File: config.mk
export PLATFORM = sky130hd
export DESIGN_NAME = contador_0_999
export DESIGN_NICKNAME = d
export VERILOG_FILES = /design/src/rtl/contador_0_999.sv
export SDC_FILE = /design/constraint.sdc
export NUM_CORES = 1
export LEC_CHECK = 0
export CORE_ASPECT_RATIO = 0.5
export CORE_MARGIN = 1
export CORE_UTILIZATION = 55
export CTS_BUF_LIST = sky130_fd_sc_hd__clkbuf_4 sky130_fd_sc_hd__clkbuf_8
export DETAILED_ROUTE_END_ITERATION = 10
export PLACE_DENSITY = 0.76
export SYNTH_ARGS = -nofsm -noshare
export SYNTH_HDL_FRONTEND = slang
export SYNTH_SLANG_ARGS = --single-unit
File: constraint.sdc
create_clock -name clk -period 1.95 [get_ports clk]
set_input_delay 0.39 -clock clk [delete_from_list [all_inputs] [get_ports clk]]
set_output_delay 0.39 -clock clk [all_outputs]
set_load 0.02 [all_outputs]
File: src/rtl/contador_0_999.sv
`default_nettype none
// ============================================================================
// Module   : contador_0_999
// Purpose  : Button-controlled decimal counter for a three-digit display.
//            Counts 0..MAX_VALUE at TICK_HZ, up or down, with start/stop and
//            clear keys debounced on chip. Feeds the bin-to-7seg converter.
// Revision : 1.0  initial release
// ============================================================================
module contador_0_999 #(
    parameter int CLK_HZ          = 50_000_000,
    parameter int TICK_HZ         = 10,
    parameter int DEBOUNCE_CYCLES = 500_000,
    parameter int MAX_VALUE       = 999
) (
    input  logic       clk,
    input  logic       rst,
    input  logic       key_start_stop_n,
    input  logic       key_clear_n,
    input  logic       sw_dir,
    output logic [9:0] number_out,
    output logic       running,
    output logic       wrap_pulse
);

    localparam int C_PRESC   = CLK_HZ / TICK_HZ;
    localparam int C_PRESC_W = (C_PRESC > 1) ? $clog2(C_PRESC) : 1;
    localparam int C_DEB_W   = (DEBOUNCE_CYCLES > 1) ? $clog2(DEBOUNCE_CYCLES) : 1;
    localparam logic [C_PRESC_W-1:0] C_PRESC_LAST = C_PRESC_W'(C_PRESC - 1);
    localparam logic [C_DEB_W-1:0]   C_DEB_LAST   = C_DEB_W'(DEBOUNCE_CYCLES - 1);
    localparam logic [9:0]           C_MAX        = 10'(MAX_VALUE);
    localparam int C_NKEYS   = 2;          // bit 0: start/stop, bit 1: clear
    localparam int C_DIR_BIT = 2;          // sync bit carrying sw_dir

    typedef enum logic [1:0] {
        ST_IDLE  = 2'd0,
        ST_RUN   = 2'd1,
        ST_PAUSE = 2'd2
    } state_t;

    state_t                 state_q, state_d;
    logic [2:0]             sync1_q, sync2_q;
    logic [C_PRESC_W-1:0]   presc_q, presc_d;
    logic [9:0]             number_q, number_d;
    logic                   wrap_q, wrap_d;
    logic [C_NKEYS-1:0]     w_press;
    logic                   w_start;
    logic                   w_clear;
    logic                   w_tick;

    // Two-flop synchronizers for the raw asynchronous inputs; idle level is 1.
    always_ff @(posedge clk) begin
        if (rst) begin
            sync1_q <= '1;
            sync2_q <= '1;
        end else begin
            sync1_q <= {sw_dir, key_clear_n, key_start_stop_n};
            sync2_q <= sync1_q;
        end
    end

    for (genvar k = 0; k < C_NKEYS; k++) begin : g_debounce
        logic [C_DEB_W-1:0] cnt_q, cnt_d;
        logic               level_q, level_d;
        logic               press_q, press_d;

        // Accept a new level only after it has been stable for the full window.
        always_comb begin
            cnt_d   = '0;
            level_d = level_q;
            press_d = 1'b0;
            if (sync2_q[k] != level_q) begin
                if (cnt_q == C_DEB_LAST) begin
                    level_d = sync2_q[k];
                    press_d = ~sync2_q[k];
                end else begin
                    cnt_d = cnt_q + C_DEB_W'(1);
                end
            end
        end

        // Debounce state registers; keys reset to the released level.
        always_ff @(posedge clk) begin
            if (rst) begin
                cnt_q   <= '0;
                level_q <= 1'b1;
                press_q <= 1'b0;
            end else begin
                cnt_q   <= cnt_d;
                level_q <= level_d;
                press_q <= press_d;
            end
        end

        assign w_press[k] = press_q;
    end

    assign w_start = w_press[0];
    assign w_clear = w_press[1];
    assign w_tick  = (state_q == ST_RUN) && (presc_q == C_PRESC_LAST);

    // Next-state logic: clear overrides and discards a simultaneous start/stop.
    always_comb begin
        state_d = state_q;
        if (w_clear) begin
            state_d = ST_IDLE;
        end else if (w_start) begin
            case (state_q)
                ST_IDLE:  state_d = ST_RUN;
                ST_RUN:   state_d = ST_PAUSE;
                ST_PAUSE: state_d = ST_RUN;
                default:  state_d = ST_IDLE;
            endcase
        end
    end

    // Prescaler and counter datapath; the count never leaves 0..MAX_VALUE.
    always_comb begin
        presc_d  = presc_q;
        number_d = number_q;
        wrap_d   = 1'b0;
        if (w_clear) begin
            presc_d  = '0;
            number_d = '0;
        end else if (state_q == ST_RUN) begin
            presc_d = w_tick ? '0 : presc_q + C_PRESC_W'(1);
            if (w_tick) begin
                if (sync2_q[C_DIR_BIT]) begin
                    if (number_q >= C_MAX) begin
                        number_d = '0;
                        wrap_d   = 1'b1;
                    end else begin
                        number_d = number_q + 10'd1;
                    end
                end else begin
                    if (number_q == '0) begin
                        number_d = C_MAX;
                        wrap_d   = 1'b1;
                    end else begin
                        number_d = number_q - 10'd1;
                    end
                end
            end
        end else if (state_q == ST_IDLE) begin
            presc_d = '0;
        end
    end

    // State, prescaler and output registers.
    always_ff @(posedge clk) begin
        if (rst) begin
            state_q  <= ST_IDLE;
            presc_q  <= '0;
            number_q <= '0;
            wrap_q   <= 1'b0;
        end else begin
            state_q  <= state_d;
            presc_q  <= presc_d;
            number_q <= number_d;
            wrap_q   <= wrap_d;
        end
    end

    assign number_out = number_q;
    assign wrap_pulse = wrap_q;
    assign running    = (state_q == ST_RUN);

endmodule
`default_nettype wire

* After elaboration in Yosys (flattened, before gate mapping) *
Cells that the tools add are included.

storage, ports and cells
  register bits after elaboration = 84
  latch bits = 0
  memory bits (writable) = 0
  ROM bits = 0
  input port bits = 5
  output and inout port bits = 12
  word-level logic and storage cells = 57
  memories = 0

cells by class
  $add $sub $neg = 5
  multiply operators = 0
  divide/modulo/power cells = 0
  magnitude comparators = 1
  eq/ne operators = 7
  shift operators = 0
  muxes and demuxes = 10
  bitwise logic cells = 8
  reductions and logical operators = 14

operators with widths
  operator                                                    number
  2-to-1 mux 23 bit                                           3
  adder 19 x 1 -> 19 bit (second input constant)              2
  == test 19 bit (second input constant)                      2
  2-to-1 mux 10 bit                                           3
  adder 23 x 1 -> 23 bit (second input constant)              1
  == test 23 bit (second input constant)                      1
  OR reduction 3 bit                                          4
  adder 10 x 1 -> 10 bit (second input constant)              1
  greater-or-equal comparator 10 bit (second input constant)  1
  zero test 10 bit                                            1
  subtractor 10 x 1 -> 10 bit (second input constant)         1
  NOT 1 bit                                                   8
  AND reduction 2 bit                                         3
  one-hot mux 2 bit (2 select lines)                          1
  OR reduction 2 bit                                          2
  OR reduction 4 bit                                          1
  2-to-1 mux 1 bit                                            3
  == test 2 x 1 -> 1 bit (second input constant)              1
  == test 2 bit (second input constant)                       1
  zero test 2 bit                                             1
  inequality test 1 bit                                       2
  nonzero test 2 bit                                          1
  logical AND 1 bit                                           1

* Depth between registers and ports, before layout *
Gate-level depths: netlist of run 1.

  word-level depth = 4
  gate-level depth with buffers = 8
  mapped depth without buffers = 7

* Worst setup path before layout of run 1 *
OpenSTA, ideal clock, no wires.

  path kind = flip-flop to flip-flop
  start point = reg number_q[0] (netlist: number_out[0])
  end point = reg number_q[3] (netlist: number_out[3])
  setup time = 0.121 ns
  arrival = 1.928 ns
  setup slack = -0.099 ns
  stages on the path, launching flop included = 9
  period minus slack after synthesis = 2.049 ns
  cell sequence = dfxtp_1 > inv_1 > ha_1 > or4b_1 > clkbuf_1 > or3_1 > a22oi_1 > o32a_1 > o22ai_1

between the ends
  longest elaborated chain between the ends = 3

ends and longest elaborated chain
  element                                                    line      source
  start, declared                                            43        logic [9:0] number_q, number_d;
  start signal, assigned                                     158       number_q <= number_d;
  subtractor 10 x 1 -> 10 bit, or another cell as far along  139       number_d = number_q - 10'd1;
  2-to-1 mux 10 bit, on equally long branches                135, 128
  2-to-1 mux 10 bit *                                        127       if (sync2_q[C_DIR_BIT]) begin

Mark *: on every way between the ends. The rest lies on a longest branch, timed or not.
A chain may end at the register's enable or synchronous reset.

* Worst setup path after layout of run 1 *
  start point = reg presc_q[21]
  end point = reg number_q[3] (netlist: number_out[3])

between the ends
  longest elaborated chain between the ends = 3

ends and longest elaborated chain
  element                        line  source
  start, declared                42    logic [C_PRESC_W-1:0] presc_q, presc_d;
  start signal, assigned         157   presc_q <= presc_d;
  == test 23 bit                 99    assign w_tick = (state_q == ST_RUN) && (presc_q == C_PRESC_LAST);
  logical AND 1 bit              99
  AND reduction 2 bit (no line)  --

No other way between the ends.

==> qor.csv, run 1 <==
metric,value,unit
status,"finished, final reports clean",
CP max stage cell,or3b_4,
"EDFF count, synth",0,
Crit. End Element,register,
antenna violations before repair,0,
slowest cell delay on critical path,390,ps
Synthesis Warnings,0,
largest family of logic cells by synthesized area,simple AND/OR/NAND/NOR gates,
CP startpoint kind,register,
clock power share,0.452,
Synth Register Bits,84,
Synth Area in Compound Gates,0.146,
worst hold slack,410,ps
leakage,0.00186,uW
TritonCTS clock tree,done,
Buffers & Inverters on Critical Path,2,
Synth-to-Final Area Change,26.5,%
global route overflow,0,
H-tree levels,3,
layout net count,566,
max frequency,0.518,GHz
crit path max fanout,5,
die area,7670,sq um
CP Depth,7,
part of the power in combinational logic,0.025,
max_cap viols,0,
top_reg_cell synth,dfxtp_1,
Post-Synth Simple-Gate Area,0.283,
P per Cell Area,650,nW/um^2
final setup violation count,0,
placed cells,634,
CP arrival,2180,ps
Hold Buf Count CTS,0,
FF-to-FF Start,presc_q[21],
GP Congestion,0.842,
largest net degree at the start of global routing,25,
Worst slew margin,0.687,
VDD IR-drop max,533,uV
n_diodes,0,
final setup margin,18.3,ps
Num CTS Buffers,9,
fraction of registers with async set/reset,0,
CP Capture Point,number_out[3],
Synth Instances,487,
Final Cycle Share,0.991,
Post-Synthesis Cell Area,4020,sq um
DR iter-0 viols,163,
final critical-path required period,1930,ps
IO Count,17,
R2R cell count,7,
Post-Place Worst Slack,-187,ps
worst skew pair latency,360,ps
row cnt,21,
Worst R2R Setup Slack,20,ps
Max Root-Sink Buffers,2,
Layout Skew,7.43,ps
switching part of the total,0.200,
worst setup path category,reg2reg,
vias in the first global route,3470,
crit-path cells,or3b_4 -> nor4_4 -> nand4_1 -> buf_6 -> buf_4 -> a21oi_2 -> o22ai_1,
Final Hold Viols,0,
chip height,62.4,microns
Total GRT Usage,0.251,
Wirelength per Cell,13.8,microns
drt drc,0,
Cell variety after synth,56,
Adder-Cell Fraction of Synth Area,0.0156,
post-detailed-routing wire length,8.98,mm
Post-Layout Cell Count,653,
RSZ-0062 raised after global routing,true,
post-DR vias/cell,5.65,
actual slew at the worst max-slew pin,465,ps
Root Buffer,clkbuf_8,
DPL Wire Length,6.17,mm
antenna-violating nets left,0,
mux cell area share after synthesis,0.00997,
first-pass GRT wire length,15.2,mm
clock-pin slew on the worst setup and hold paths,80,ps
first-pass iteration count of the detailed router,5,
TritonCTS Sinks,84,
layout cells sized above 1,0.210,
max-slew violations,0,
Net Sw Power,659,uW
internal power,2640,uW
Starting Density,0.585,
Final Util,0.741,
CP Data Required Time,2190,ps
core area,6860,sq um
Chip Width,123,microns
Min-Delay Path Class,reg2reg,
power share of the sequential group,0.523,
CP top delay family,simple AND/OR/NAND/NOR gates,
mean post-synth cell area,8.24,sq um
Post-Synth XOR/XNOR Area,0.0916,
routed via count,3691,
Port-buffer cells,16,
syn_nets,497,
r2r endpoint,number_out[3],
post-synthesis sequential area ratio,0.419,
worst setup path start,presc_q[21],
[cell families (layout without fill, tap and decap cells)]
logic type | count (synthesis) | in the layout
xor gates and xnor gates | 42 | 42
AOI/OAI and AO/OA | 93 | 93
and+or+nand+nor | 223 | 223
adders and majority gates | 5 | 5
buffers and inverters | 36 | 110
muxes | 4 | 4
DFF | 84 | 84
[through the flow]
stage / cell area (sq um) / TNS, ps / power [uW]
2_1_floorplan: 4030 / -75.2 / 1810
3_3_place_gp: 4680 / -929 / 1850
3_5_place_dp: 4680 / -2340 / 1850
4_1_cts: 4950 / 0 / 3340
5_1_grt: 5080 / -178 / 3420
6_report: 5080 / 0 / 3300
[how the worst min path moves through the flow]
stage / slack, ps / endpoint / from / cells after the start
4_1_cts: 420 / sync2_q[2] / sync1_q[2] / 1
2_1_floorplan: 390 / sync2_q[0] / sync1_q[0] / 1
3_3_place_gp: 390 / sync2_q[2] / sync1_q[2] / 1
5_1_grt: 430 / sync2_q[0] / sync1_q[0] / 1
3_5_place_dp: 400 / sync2_q[2] / sync1_q[2] / 1
6_report: 410 / sync2_q[2] / sync1_q[2] / 1
[final cells by class]
cell class,instances,area [sq um]
fill,515,1780
clock inverter,6,111
timing repair buffer,78,653
multi-input combinational,367,2300
tap,92,115
inverter,16,60.1
sequential,84,1700
clock buffer,10,138
[metal layers]
metal	track usage	wire length, microns	vias to the layer above
met5	0	0	-
met4	0.0595	80	0
met2	0.423	4330	68
met1	0.305	4190	1730
met3	0.0885	385	10
li1	-	-	1883
[power by group through the flow]
stage                     clock (uW)  combinational (uW)  sequential, uW
after floorplan                    0                43.9            1770
after global placement             0                77.5            1770
after detailed placement           0                78.8            1770
after CTS                       1530                79.4            1730
after global routing            1610                87.7            1730
final                           1490                80.9            1730
[state kept, by name (all words and copies together), names as in the netlist]
signal              cells
state_q                 2
sync2_q                 3
number_out             10
presc_q                23
g_debounce.cnt_q       38
g_debounce.level_q      2
g_debounce.press_q      2
wrap_pulse              1
sync1_q                 3
[cells in the mapped netlist, types with 6 or more instances]
master | instances | area share
a21oi_1 | 24 | 0.030
a31oi_1 | 14 | 0.022
and3_1 | 7 | 0.011
buf_2 | 6 | 0.0075
clkbuf_1 | 14 | 0.013
dfxtp_1 | 84 | 0.42
inv_1 | 16 | 0.015
nand2_1 | 39 | 0.036
nand3_1 | 30 | 0.037
nand4_1 | 15 | 0.023
nor2_1 | 72 | 0.067
nor3_1 | 9 | 0.011
o21ai_0 | 20 | 0.025
or2_2 | 8 | 0.012
xnor2_1 | 20 | 0.044
xor2_1 | 22 | 0.048
[timing repair]
item,in CTS,in global routing
resized for setup,7,33
buffers inserted,1,2
endpoints found under the setup margin,22,31
pin swaps,4,11
[cells in the final DEF, fill, tap and decap left out, types with 5 or more instances in the layout]
| master | netlist | routed |
|---|---|---|
| xor2_1 | 22 | 22 |
| or3_1 | 5 | 5 |
| dfxtp_2 | 0 | 8 |
| nand2_1 | 39 | 39 |
| clkdlybuf4s50_1 | 0 | 13 |
| o21ai_0 | 20 | 17 |
| a21oi_1 | 24 | 22 |
| o21ai_1 | 2 | 5 |
| dfxtp_1 | 84 | 74 |
| nor3_1 | 9 | 9 |
| nor2_1 | 72 | 72 |
| clkbuf_8 | 0 | 10 |
| xnor2_1 | 20 | 20 |
| a31oi_1 | 14 | 14 |
| buf_4 | 0 | 58 |
| and3_1 | 7 | 7 |
| inv_1 | 16 | 14 |
| nand3_1 | 30 | 30 |
| or2_2 | 8 | 8 |
| nand4_1 | 15 | 15 |
(Power assumes the default switching activity.)
==> run 2: changes to the inputs <==
==> config.mk (replaced) <==
export PLATFORM = sky130hd
export DESIGN_NAME = contador_0_999
export DESIGN_NICKNAME = d
export VERILOG_FILES = /design/src/rtl/contador_0_999.sv
export SDC_FILE = /design/constraint.sdc
export NUM_CORES = 1
export LEC_CHECK = 0
export CORE_ASPECT_RATIO = 1.4
export CORE_MARGIN = 1
export CORE_UTILIZATION = 50
export CTS_BUF_LIST = sky130_fd_sc_hd__clkbuf_4 sky130_fd_sc_hd__clkbuf_8
export DETAILED_ROUTE_END_ITERATION = 10
export GPL_TIMING_DRIVEN = 0
export PLACE_DENSITY = 0.7
export SYNTH_ARGS = -nofsm -noshare
export SYNTH_HDL_FRONTEND = slang
export SYNTH_SLANG_ARGS = --single-unit
==> run 2 against run 1 <==
Compared with the run above: count of clock-buffer cells in the layout increased by 3; cell area decreased by 2.4%; critical endpoint is now number_out[5]; total power decreased by 9.7%; the run now ends with setup timing left; non-clock buffer count decreased by 28; worst hold slack improved by 5.6 ps; combinational power decreased by 11%; first-iteration DRC count increased by 79%; clock skew increased by 0.77 ps; wire length increased by 1.2%; sequential cell count unchanged.
==> qor.csv, run 2 (same netlist as run 1, synthesis figures left out) <==
metric,value,unit,change
status,"complete, but fails checks",,"was finished, final reports clean"
violated checks,setup timing,,
TritonCTS clock tree,done,,unchanged
worst setup path start,presc_q[7],,was presc_q[21]
die area,8400,sq um,was 7670 sq um
DR iter-0 viols,291,,was 163
placed cell area,4310,sq um,was 4680 sq um
drt drc,0,,unchanged
CP startpoint kind,register,,unchanged
CP arrival,2220,ps,was 2180 ps
slowest cell delay on critical path,400,ps,was 390 ps
first-pass GRT wire length,14.8,mm,was 15.2 mm
worst skew pair latency,360,ps,about the same
P per Cell Area,602,nW/um^2,was 650 nW/um^2
worst setup path category,reg2reg,,unchanged
global route overflow,0,,unchanged
max-slew violations,0,,unchanged
VDD IR-drop max,419,uV,was 533 uV
Worst slew margin,0.661,,was 0.687
part of the power in combinational logic,0.024,,was 0.025
Starting Density,0.518,,was 0.585
switching part of the total,0.221,,was 0.200
final setup violation count,2,,was 0
IO Count,17,,unchanged
Hold Buf Count CTS,0,,unchanged
Num CTS Buffers,9,,unchanged
CP Data Required Time,2220,ps,was 2190 ps
final setup margin,-4.74,ps,was 18.3 ps
FF-to-FF Start,presc_q[7],,was presc_q[21]
filler cell count,665,,was 515
antenna-violating nets left,0,,unchanged
layout net count,538,,was 566
Final Hold Viols,0,,unchanged
HP Start,sync1_q[1],,was sync1_q[2]
max_cap viols,0,,unchanged
CP max stage cell,or3b_4,,unchanged
final critical-path required period,1950,ps,was 1930 ps
Net Sw Power,659,uW,about the same
RSZ-0062 raised after global routing,true,,unchanged
Min-Delay Path Class,reg2reg,,unchanged
clock-pin slew on the worst setup and hold paths,80,ps,about the same
DPL Wire Length,5.69,mm,was 6.17 mm
Post-Place Worst Slack,-958,ps,was -187 ps
Root Buffer,clkbuf_8,,unchanged
internal power,2320,uW,was 2640 uW
leakage,0.00165,uW,was 0.00186 uW
routed via count,3653,,was 3691
CP Depth,6,,was 7
GP Congestion,0.848,,was 0.842
Port-buffer cells,16,,unchanged
TritonCTS Sinks,84,,unchanged
Chip Width,77.7,microns,was 123 microns
crit-path cells,or3b_4 -> nor4_4 -> and4_1 -> buf_6 -> o2111ai_1 -> and3_1,,was or3b_4 -> nor4_4 -> nand4_1 -> buf_6 -> buf_4 -> a21oi_2 -> o22ai_1
Total GRT Usage,0.221,,was 0.251
largest net degree at the start of global routing,19,,was 25
cell count of the worst hold path,1,,unchanged
"commonest cells after routing, fill and taps aside","nor2_1 (71), dfxtp_1 (66), nand2_1 (37), nand3_1 (26), a21oi_1 (23)",,"was dfxtp_1 (74), nor2_1 (72), buf_4 (58), nand2_1 (39), nand3_1 (30)"
post-DR vias/cell,5.77,,was 5.65
layout cells sized above 1,0.214,,was 0.210
post-detailed-routing wire length,9.09,mm,was 8.98 mm
"commonest non-fill, non-tap cell in the layout",nor2_1,,was dfxtp_1
R2R cell count,6,,was 7
number of flip-flops in the largest register,38,,unchanged
first-pass iteration count of the detailed router,5,,unchanged
Crit. End Element,register,,unchanged
actual slew at the worst max-slew pin,505,ps,was 465 ps
row cnt,38,,was 21
Layout Skew,8.20,ps,was 7.43 ps
Synth-to-Final Area Change,23.4,%,was 26.5%
Max Root-Sink Buffers,2,,unchanged
crit path max fanout,6,,was 5
vias in the first global route,3299,,was 3470
max frequency,0.512,GHz,was 0.518 GHz
chip height,108,microns,was 62.4 microns
Biggest register,g_debounce.cnt_q,,unchanged
H-tree levels,3,,unchanged
antenna violations before repair,0,,unchanged
clock power share,0.398,,was 0.452
power share of the sequential group,0.578,,was 0.523
Wirelength per Cell,14.4,microns,was 13.8 microns
Final Cycle Share,1.00,,was 0.991
Buffers & Inverters on Critical Path,1,,was 2
core area,7750,sq um,was 6860 sq um
CP top delay family,simple AND/OR/NAND/NOR gates,,unchanged
n_diodes,0,,unchanged
cell area after layout,4960,sq um,was 5080 sq um
Final TNS setup,-8.78,ps,was 0 ps
## run 2: cell types whose count changed in the layout (fill, tap and decap cells not counted), moves of 4 or more
cell	before	now
nand3_1	30	26
dfxtp_1	74	66
dfxtp_4	2	7
buf_4	58	17
nand3_2	0	4
## run 2: final timing paths
path	endpoint	slack, ps
setup / recovery	number_out[5]	-5
hold / removal	sync2_q[1]	420
setup reg to reg	number_out[5]	-5
hold reg to reg	sync2_q[1]	420
## run 2: stage by stage
stage,total power (uW),utilization,hold WS [ps],cells
floorplan,1810,-,389,487
global route,3110,0.639,440,633
global placement,1840,0.556,391,603
finish,2980,0.639,416,633
CTS,3020,0.609,420,625
detailed placement,1840,0.556,401,603
## run 2: worst register-to-register path, cell delays in order (launching register included)
cell and delay (ps):
dfxtp_2 340, or3b_4 400, nor4_4 370, and4_1 280
buf_6 140, o2111ai_1 110, and3_1 210
## run 2: area by class of cell
cell class | instances | area, sq um | area share
Sequential cell | 84 | 1720 | 0.347
Tap cell | 100 | 125 | 0.0252
Timing Repair Buffer | 37 | 342 | 0.0689
Buffer | 13 | 95.1 | 0.0192
Clock inverter | 3 | 20.0 | 0.00404
Inverter | 16 | 62.6 | 0.0126
Multi-Input combinational cell | 367 | 2420 | 0.488
Clock buffer | 13 | 173 | 0.0348
## run 2: power groups by stage
stage          Sequential [uW]  Combinational [uW]  Clock (uW)
3_5_place_dp              1770                65.8           0
3_3_place_gp              1770                64.6           0
2_1_floorplan             1770                43.9           0
5_1_grt                   1720                79.9        1300
4_1_cts                   1720                69.2        1230
6_report                  1720                71.6        1190
## run 2: metal layers
layer,vias to the layer above,track usage,share of wire
li1,1822,-,-
met1,1703,0.262,0.43
met2,108,0.374,0.50
met3,20,0.0591,0.049
met4,0,0.0970,0.020
met5,-,0,0
## run 2: timing repair
action                     CTS  global route
pin swaps                   11            14
setup endpoints to repair   60            59
setup buffers               12             7
gates resized for setup     46            54
cloned                       1             1
